**config.mk**
```make
export PLATFORM = sky130hd
export DESIGN_NAME = ram_2r1w_param_flat
export DESIGN_NICKNAME = d
export VERILOG_FILES = /design/src/rtl/ram_2r1w_if.sv /design/src/rtl/ram_2r1w_param.sv /design/src/flat_wrapper.sv
export SDC_FILE = /design/constraint.sdc
export NUM_CORES = 1
export LEC_CHECK = 0
export CORE_ASPECT_RATIO = 1.25
export CORE_MARGIN = 8
export CORE_UTILIZATION = 60
export CTS_BUF_LIST = sky130_fd_sc_hd__clkbuf_8
export DETAILED_ROUTE_END_ITERATION = 8
export PLACE_DENSITY = 0.88
export SYNTH_ARGS = -nofsm -noshare
export SYNTH_HDL_FRONTEND = slang
export SYNTH_SLANG_ARGS = --single-unit
```
**constraint.sdc**
```tcl
create_clock -name clk -period 9.2 [get_ports clk]
set_clock_uncertainty 0.05 [all_clocks]
set_input_delay 0.92 -clock clk [delete_from_list [all_inputs] [get_ports clk]]
set_output_delay 0.92 -clock clk [all_outputs]
set_load 0.03 [all_outputs]
```
**src/rtl/ram_2r1w_if.sv**
```systemverilog
`default_nettype none
// +----------------------------------------------------------------------+
// | ram_2r1w_if : bus bundle for the 2-read/1-write register file  Rev 1.0|
// +----------------------------------------------------------------------+
interface ram_2r1w_if #(
   parameter int WIDTH      = 8,
   parameter int ADDR_WIDTH = 4
);
   logic                  Write_Enable;
   logic [ADDR_WIDTH-1:0] Write_Address;
   logic [WIDTH-1:0]      Write_Data;
   logic [ADDR_WIDTH-1:0] Read_Address_1;
   logic [ADDR_WIDTH-1:0] Read_Address_2;
   logic [WIDTH-1:0]      Read_Data_1;
   logic [WIDTH-1:0]      Read_Data_2;
   logic                  Clear;
   logic                  Busy;

   modport master (
      output Write_Enable, Write_Address, Write_Data,
      output Read_Address_1, Read_Address_2, Clear,
      input  Read_Data_1, Read_Data_2, Busy
   );

   modport slave (
      input  Write_Enable, Write_Address, Write_Data,
      input  Read_Address_1, Read_Address_2, Clear,
      output Read_Data_1, Read_Data_2, Busy
   );
endinterface
`default_nettype wire

```
**src/rtl/ram_2r1w_param.sv**
```systemverilog
`default_nettype none
// +----------------------------------------------------------------------+
// | ram_2r1w_param : 2R/1W register file, write-first bypass, HW clear   |
// | Rev 1.0                                                              |
// +----------------------------------------------------------------------+
module ram_2r1w_param #(
   parameter int WIDTH      = 8,
   parameter int ADDR_WIDTH = 4,
   parameter int ZERO_REG   = 0
) (
   input  wire logic   clk,
   input  wire logic   reset,
   ram_2r1w_if.slave   bus
);
   localparam int                    c_DEPTH = 1 << ADDR_WIDTH;
   localparam logic [ADDR_WIDTH-1:0] c_LAST  = ADDR_WIDTH'(c_DEPTH - 1);
   localparam bit                    c_ZERO  = (ZERO_REG != 0);

   typedef enum logic [0:0] {
      S_IDLE  = 1'b0,
      S_CLEAR = 1'b1
   } state_t;

   state_t                r_state;
   state_t                w_state_nxt;
   logic [ADDR_WIDTH-1:0] r_cnt;
   logic [ADDR_WIDTH-1:0] w_cnt_nxt;
   logic [WIDTH-1:0]      r_mem [c_DEPTH];
   logic [WIDTH-1:0]      r_rd1;
   logic [WIDTH-1:0]      r_rd2;
   logic [WIDTH-1:0]      w_rd1_nxt;
   logic [WIDTH-1:0]      w_rd2_nxt;
   logic                  w_sweep;
   logic                  w_user_we;
   logic                  w_wr_en;
   logic [ADDR_WIDTH-1:0] w_wr_addr;
   logic [WIDTH-1:0]      w_wr_data;

   always_ff @(posedge clk or posedge reset) begin
      if (reset) begin
         r_state <= S_IDLE;
         r_cnt   <= '0;
      end else begin
         r_state <= w_state_nxt;
         r_cnt   <= w_cnt_nxt;
      end
   end

   always_comb begin
      w_state_nxt = r_state;
      w_cnt_nxt   = r_cnt;
      case (r_state)
         S_IDLE: begin
            w_cnt_nxt = '0;
            if (bus.Clear) w_state_nxt = S_CLEAR;
         end
         S_CLEAR: begin
            // Repeated Clear pulses are ignored; the sweep only ends at the last entry.
            if (r_cnt == c_LAST) begin
               w_state_nxt = S_IDLE;
               w_cnt_nxt   = '0;
            end else begin
               w_cnt_nxt   = r_cnt + 1'b1;
            end
         end
         default: begin
            w_state_nxt = S_IDLE;
            w_cnt_nxt   = '0;
         end
      endcase
   end

   always_comb begin
      w_sweep   = (r_state == S_CLEAR);
      w_user_we = (r_state == S_IDLE) && bus.Write_Enable && !bus.Clear &&
                  !(c_ZERO && (bus.Write_Address == '0));
      w_wr_en   = w_sweep || w_user_we;
      w_wr_addr = w_sweep ? r_cnt : bus.Write_Address;
      w_wr_data = w_sweep ? '0    : bus.Write_Data;
   end

   // Write-first: a same-edge write to the read address wins over stored content.
   always_comb begin
      w_rd1_nxt = r_mem[bus.Read_Address_1];
      w_rd2_nxt = r_mem[bus.Read_Address_2];
      if (w_wr_en && (w_wr_addr == bus.Read_Address_1)) w_rd1_nxt = w_wr_data;
      if (w_wr_en && (w_wr_addr == bus.Read_Address_2)) w_rd2_nxt = w_wr_data;
      if (c_ZERO && (bus.Read_Address_1 == '0)) w_rd1_nxt = '0;
      if (c_ZERO && (bus.Read_Address_2 == '0)) w_rd2_nxt = '0;
   end

   always_ff @(posedge clk or posedge reset) begin
      if (reset) begin
         for (int i = 0; i < c_DEPTH; i++) r_mem[i] <= '0;
         r_rd1 <= '0;
         r_rd2 <= '0;
      end else begin
         if (w_wr_en) r_mem[w_wr_addr] <= w_wr_data;
         r_rd1 <= w_rd1_nxt;
         r_rd2 <= w_rd2_nxt;
      end
   end

   assign bus.Read_Data_1 = r_rd1;
   assign bus.Read_Data_2 = r_rd2;
   assign bus.Busy        = (r_state == S_CLEAR);
endmodule
`default_nettype wire

```
**src/flat_wrapper.sv**
```systemverilog
// flat-port wrapper written by rule: the top's interface ports become plain ports
module ram_2r1w_param_flat 
#(
   parameter int WIDTH      = 8,
   parameter int ADDR_WIDTH = 4,
   parameter int ZERO_REG   = 0
)
  (clk, reset, bus_Write_Enable, bus_Write_Address, bus_Write_Data, bus_Read_Address_1, bus_Read_Address_2, bus_Clear, bus_Read_Data_1, bus_Read_Data_2, bus_Busy);
  ram_2r1w_if #(.WIDTH(WIDTH), .ADDR_WIDTH(ADDR_WIDTH)) bus_i ();
  input  wire logic clk;
  input  wire logic reset;
  input wire logic [$bits(bus_i.Write_Enable)-1:0] bus_Write_Enable;
  input wire logic [$bits(bus_i.Write_Address)-1:0] bus_Write_Address;
  input wire logic [$bits(bus_i.Write_Data)-1:0] bus_Write_Data;
  input wire logic [$bits(bus_i.Read_Address_1)-1:0] bus_Read_Address_1;
  input wire logic [$bits(bus_i.Read_Address_2)-1:0] bus_Read_Address_2;
  input wire logic [$bits(bus_i.Clear)-1:0] bus_Clear;
  output wire logic [$bits(bus_i.Read_Data_1)-1:0] bus_Read_Data_1;
  output wire logic [$bits(bus_i.Read_Data_2)-1:0] bus_Read_Data_2;
  output wire logic [$bits(bus_i.Busy)-1:0] bus_Busy;
  assign bus_i.Write_Enable = bus_Write_Enable;
  assign bus_i.Write_Address = bus_Write_Address;
  assign bus_i.Write_Data = bus_Write_Data;
  assign bus_i.Read_Address_1 = bus_Read_Address_1;
  assign bus_i.Read_Address_2 = bus_Read_Address_2;
  assign bus_i.Clear = bus_Clear;
  assign bus_Read_Data_1 = bus_i.Read_Data_1;
  assign bus_Read_Data_2 = bus_i.Read_Data_2;
  assign bus_Busy = bus_i.Busy;
  ram_2r1w_param #(.WIDTH(WIDTH), .ADDR_WIDTH(ADDR_WIDTH), .ZERO_REG(ZERO_REG)) u_core (.clk(clk), .reset(reset), .bus(bus_i));
endmodule
```
==> results by group <==
Placed design
  – Number of buffers inserted by port buffering: 40
  – Worst setup slack before clock tree synthesis: 5.77 ns
  – Post-detailed-placement cell area: 8290 um^2
  – RD Place Congestion: 0.894
  – DP Cell Count: 757
  – Half-perimeter wire length after placement: 12500 um

Min path
  – Type of the tightest min-delay check: reg2reg

Layout
  – Final cell count without fillers: 789
  – Final standard cell utilization of the core: 66.7%
  – Final net count: 630
  – Commonest cells after routing, fill and taps aside: sky130_fd_sc_hd__dfrtp_1, sky130_fd_sc_hd__nand2_1, sky130_fd_sc_hd__mux4_2
  – Layout filler cell count: 897
  – Post-layout instance area: 8710 um^2
  – Layout area overhead: 10.5%
  – Leading cell type in the layout, fill and taps excluded: sky130_fd_sc_hd__dfrtp_1
  – Antenna fix cells: 0
  – Proportion of layout cells with a drive suffix above 1: 27.5%

Yosys
  – Syn Nets: 615
  – Sequential element share of the synthesized area: 47.3%
  – Multiplexer share of the synthesized area: 33.7%
  – Warning count from the yosys run: 0
  – Share of flip-flops with an asynchronous set or reset: 100%
  – Number of synthesized flops with an enable pin: 0
  – Count of mapped cells out of synthesis: 590
  – Dominant register cell in the synthesized netlist: sky130_fd_sc_hd__dfrtp_1
  – Dominant combinational cell family by area after synthesis: multiplexers
  – Synth Area in Adders: 0.159%
  – Mean instance size in the synthesized netlist: 13.4 um^2
  – Synth Area in Compound Gates: 7.51%
  – Post-synthesis simple-gate area fraction: 7.30%
  – Xor/xnor share of the synthesized area: 1.00%
  – Number of register bits inferred by synthesis: 149
  – Synth unique cells: 44
  – Post-synth design cell area: 7880 um^2

Timing
  – Setup TNS Final: 0 ns
  – Setup repair after global routing missed its margin: false
  – Relative slew slack: 31.1%
  – Max-slew violation count: 0
  – Transition at the pin with the smallest max-transition slack: 1.03 ns
  – Final count of hold timing violations: 0
  – Fmax: 337 MHz
  – Count of final setup violators: 0
  – Setup slack of the critical path after layout: 6.24 ns
  – Post-route minimum period: 2.96 ns
  – Ratio of final minimum period to clock period: 32.2%
  – Worst slack on hold paths: 0.459 ns

Drt
  – Iteration-0 DRC count of the detailed router: 358
  – Vias: 5351
  – Average via count per standard cell: 6.78
  – Wire per inst: 24.6 um
  – Pre-Repair DR Iteration Count: 5
  – Detailed Route WL: 19400 um
  – Detailed-route DRC error count: 0
  – Detail Route Antenna Nets: 0

Power and ir drop
  – LEAKAGE: 3.87 nW
  – Sequential Power Share: 42.7%
  – Combinational share of power: 36.8%
  – Total power after layout: 2.56 mW
  – Switching share of total power: 35.1%
  – Total power density per cell area: 294 nW/um^2
  – VDD IR-drop max: 0.000210 V
  – Portion of total power attributed to the clock network: 20.5%
  – Pint: 1.66 mW
  – Net switching power figure: 0.899 mW

CTS
  – Maximum clock path buffer count: 2
  – PostCTS Resize Cnt: 0
  – Clk Latency, worst-skew pair: 0.45 ns
  – Post-CTS Setup Repair Bufs: 0
  – Clock Sinks: 149
  – Clock tree from TritonCTS: done
  – Hold buffer count at CTS: 0
  – Clk Tree Root Cell: sky130_fd_sc_hd__clkbuf_8
  – Number of buffers created by CTS: 17
  – Clock-pin transition on the worst setup and hold timing paths: 0.08 ns
  – Depth of the CTS H-tree: 4

Status
  – Outcome: completed

Critical path
  – Critical path capture point type: flip-flop
  – Critical path cell sequence: clkdlybuf4s50_1 -> nand2b_1 -> o31ai_1 -> a21boi_1 -> nor2b_1 -> mux2_1
  – Worst Path Class, Setup: in2reg
  – Required time of the worst setup path: 9.48 ns
  – Biggest cell delay along the critical path: 0.69 ns
  – Data arrival at the endpoint of the critical path: 3.24 ns
  – Worst Setup Start Kind: primary input
  – Cell at the slowest stage of the critical path: sky130_fd_sc_hd__nor2b_1
  – Critical Path Fanout Max: 8

Global route
  – Antenna violations before repair: 0
  – Largest net degree at the start of global routing: 83
  – Wire length of the first global-routing pass: 31300 um
  – Vias in the first global route: 5814
  – GR Util All Layers: 24.2%
  – Leftover overflow at the end of global routing: 0

Floorplan
  – Die W: 119 um
  – Die height: 144 um
  – Area of the core region: 13100 um^2
  – Row cnt: 47
  – Starting Density: 60.4%
  – Floorplan die area: 17100 um^2
  – Number of top-level pins: 41

Flow run
  – Max-cap violations: 0
-- synth_stat cells, types with 2 or more instances --
cell                        count  area (um^2)
sky130_fd_sc_hd__and2_1         7         43.8
sky130_fd_sc_hd__dfrtp_1      149         3730
sky130_fd_sc_hd__nand3_1        2         10.0
sky130_fd_sc_hd__clkbuf_1      23         86.3
sky130_fd_sc_hd__o21ai_0        2         10.0
sky130_fd_sc_hd__mux2_1        42          473
sky130_fd_sc_hd__buf_2         18         90.1
sky130_fd_sc_hd__mux2_2        62          698
sky130_fd_sc_hd__nor2b_1       17          106
sky130_fd_sc_hd__nand2_1       67          251
sky130_fd_sc_hd__xnor2_1        7         61.3
sky130_fd_sc_hd__nor2_1         4         15.0
sky130_fd_sc_hd__or2_1          2         12.5
sky130_fd_sc_hd__nor3_1         2         10.0
sky130_fd_sc_hd__nand2b_1      13         81.3
sky130_fd_sc_hd__inv_1          5         18.8
sky130_fd_sc_hd__o2bb2ai_1      2         17.5
sky130_fd_sc_hd__mux4_2        64         1440
sky130_fd_sc_hd__buf_1          4         15.0
sky130_fd_sc_hd__o21ai_1       40          200
sky130_fd_sc_hd__a21oi_1        2         10.0
sky130_fd_sc_hd__xor2_1         2         17.5
sky130_fd_sc_hd__a22oi_1       33          248
-- cells by family after synthesis --
| kind of cell | count (synthesis) |
|---|---|
| and+or+nand+nor | 118 |
| xor gates and xnor gates | 9 |
| AOI/OAI and AO/OA | 89 |
| DFF | 149 |
| adders and majority gates | 1 |
| buffers and inverters | 53 |
| muxes | 171 |
-- power by group through the flow --
stage / clock [mW] / sequential, mW / combinational [mW]
final: 0.524 / 1.09 / 0.941
after global routing: 0.554 / 1.12 / 1.00
after global placement: 0 / 1.06 / 0.891
after floorplan: 0 / 1.08 / 0.667
after CTS: 0.527 / 1.08 / 0.940
after detailed placement: 0 / 1.09 / 0.933
-- worst max-delay path, delay by kind of cell --
family	cells	cell delay, ns
multiplexers	1	0.40
AND/OR/NAND/NOR	2	0.94
AO/OA/AOI/OAI	2	0.57
buffers and inverters	1	0.41
-- state kept, by name (all words and copies together) (netlist names) --
register and count:
u_core.bus.Read_Data_1 8, u_core.bus.Busy 1, u_core.bus.Read_Data_2 8, u_core.r_mem 128
u_core.r_cnt 4
-- layout make-up --
cell class              instances  area, um^2  share of cell area, %
repair buffers                 44         410                   4.71
multi-input cells             388        3920                   45.0
flip-flops and latches        149        3730                   42.8
well taps                     171         214                   2.46
inverters                       5        23.8                  0.273
clock buffers                  20         275                   3.16
clock inverters                12         136                   1.57
-- metal layers --
metal / GRT usage, % / wire length (um) / vias up
li1: - / - / 2234
met1: 27.4 / 7060 / 2772
met2: 40.8 / 9990 / 285
met3: 6.56 / 1640 / 60
met4: 13.9 / 755 / 0
met5: 0 / 0 / -
-- path summary, 6_finish.rpt --
check / from / end / slack (ns) / cells past startpoint
worst max-delay path: bus_Clear / u_core.r_mem[70] / 6.24 / 6
worst min-delay path: u_core.r_mem[12] / u_core.r_mem[12] / 0.46 / 2
worst max register to register: u_core.bus.Busy / u_core.r_mem[70] / 6.65 / 5
worst min register to register: u_core.r_mem[12] / u_core.r_mem[12] / 0.46 / 2
max in group asynchronous: reset / u_core.r_mem[24] / 6.78 / 3
min in group asynchronous: reset / u_core.r_mem[127] / 0.87 / 2
No activity file was read; power rests on OpenSTA's default activity.
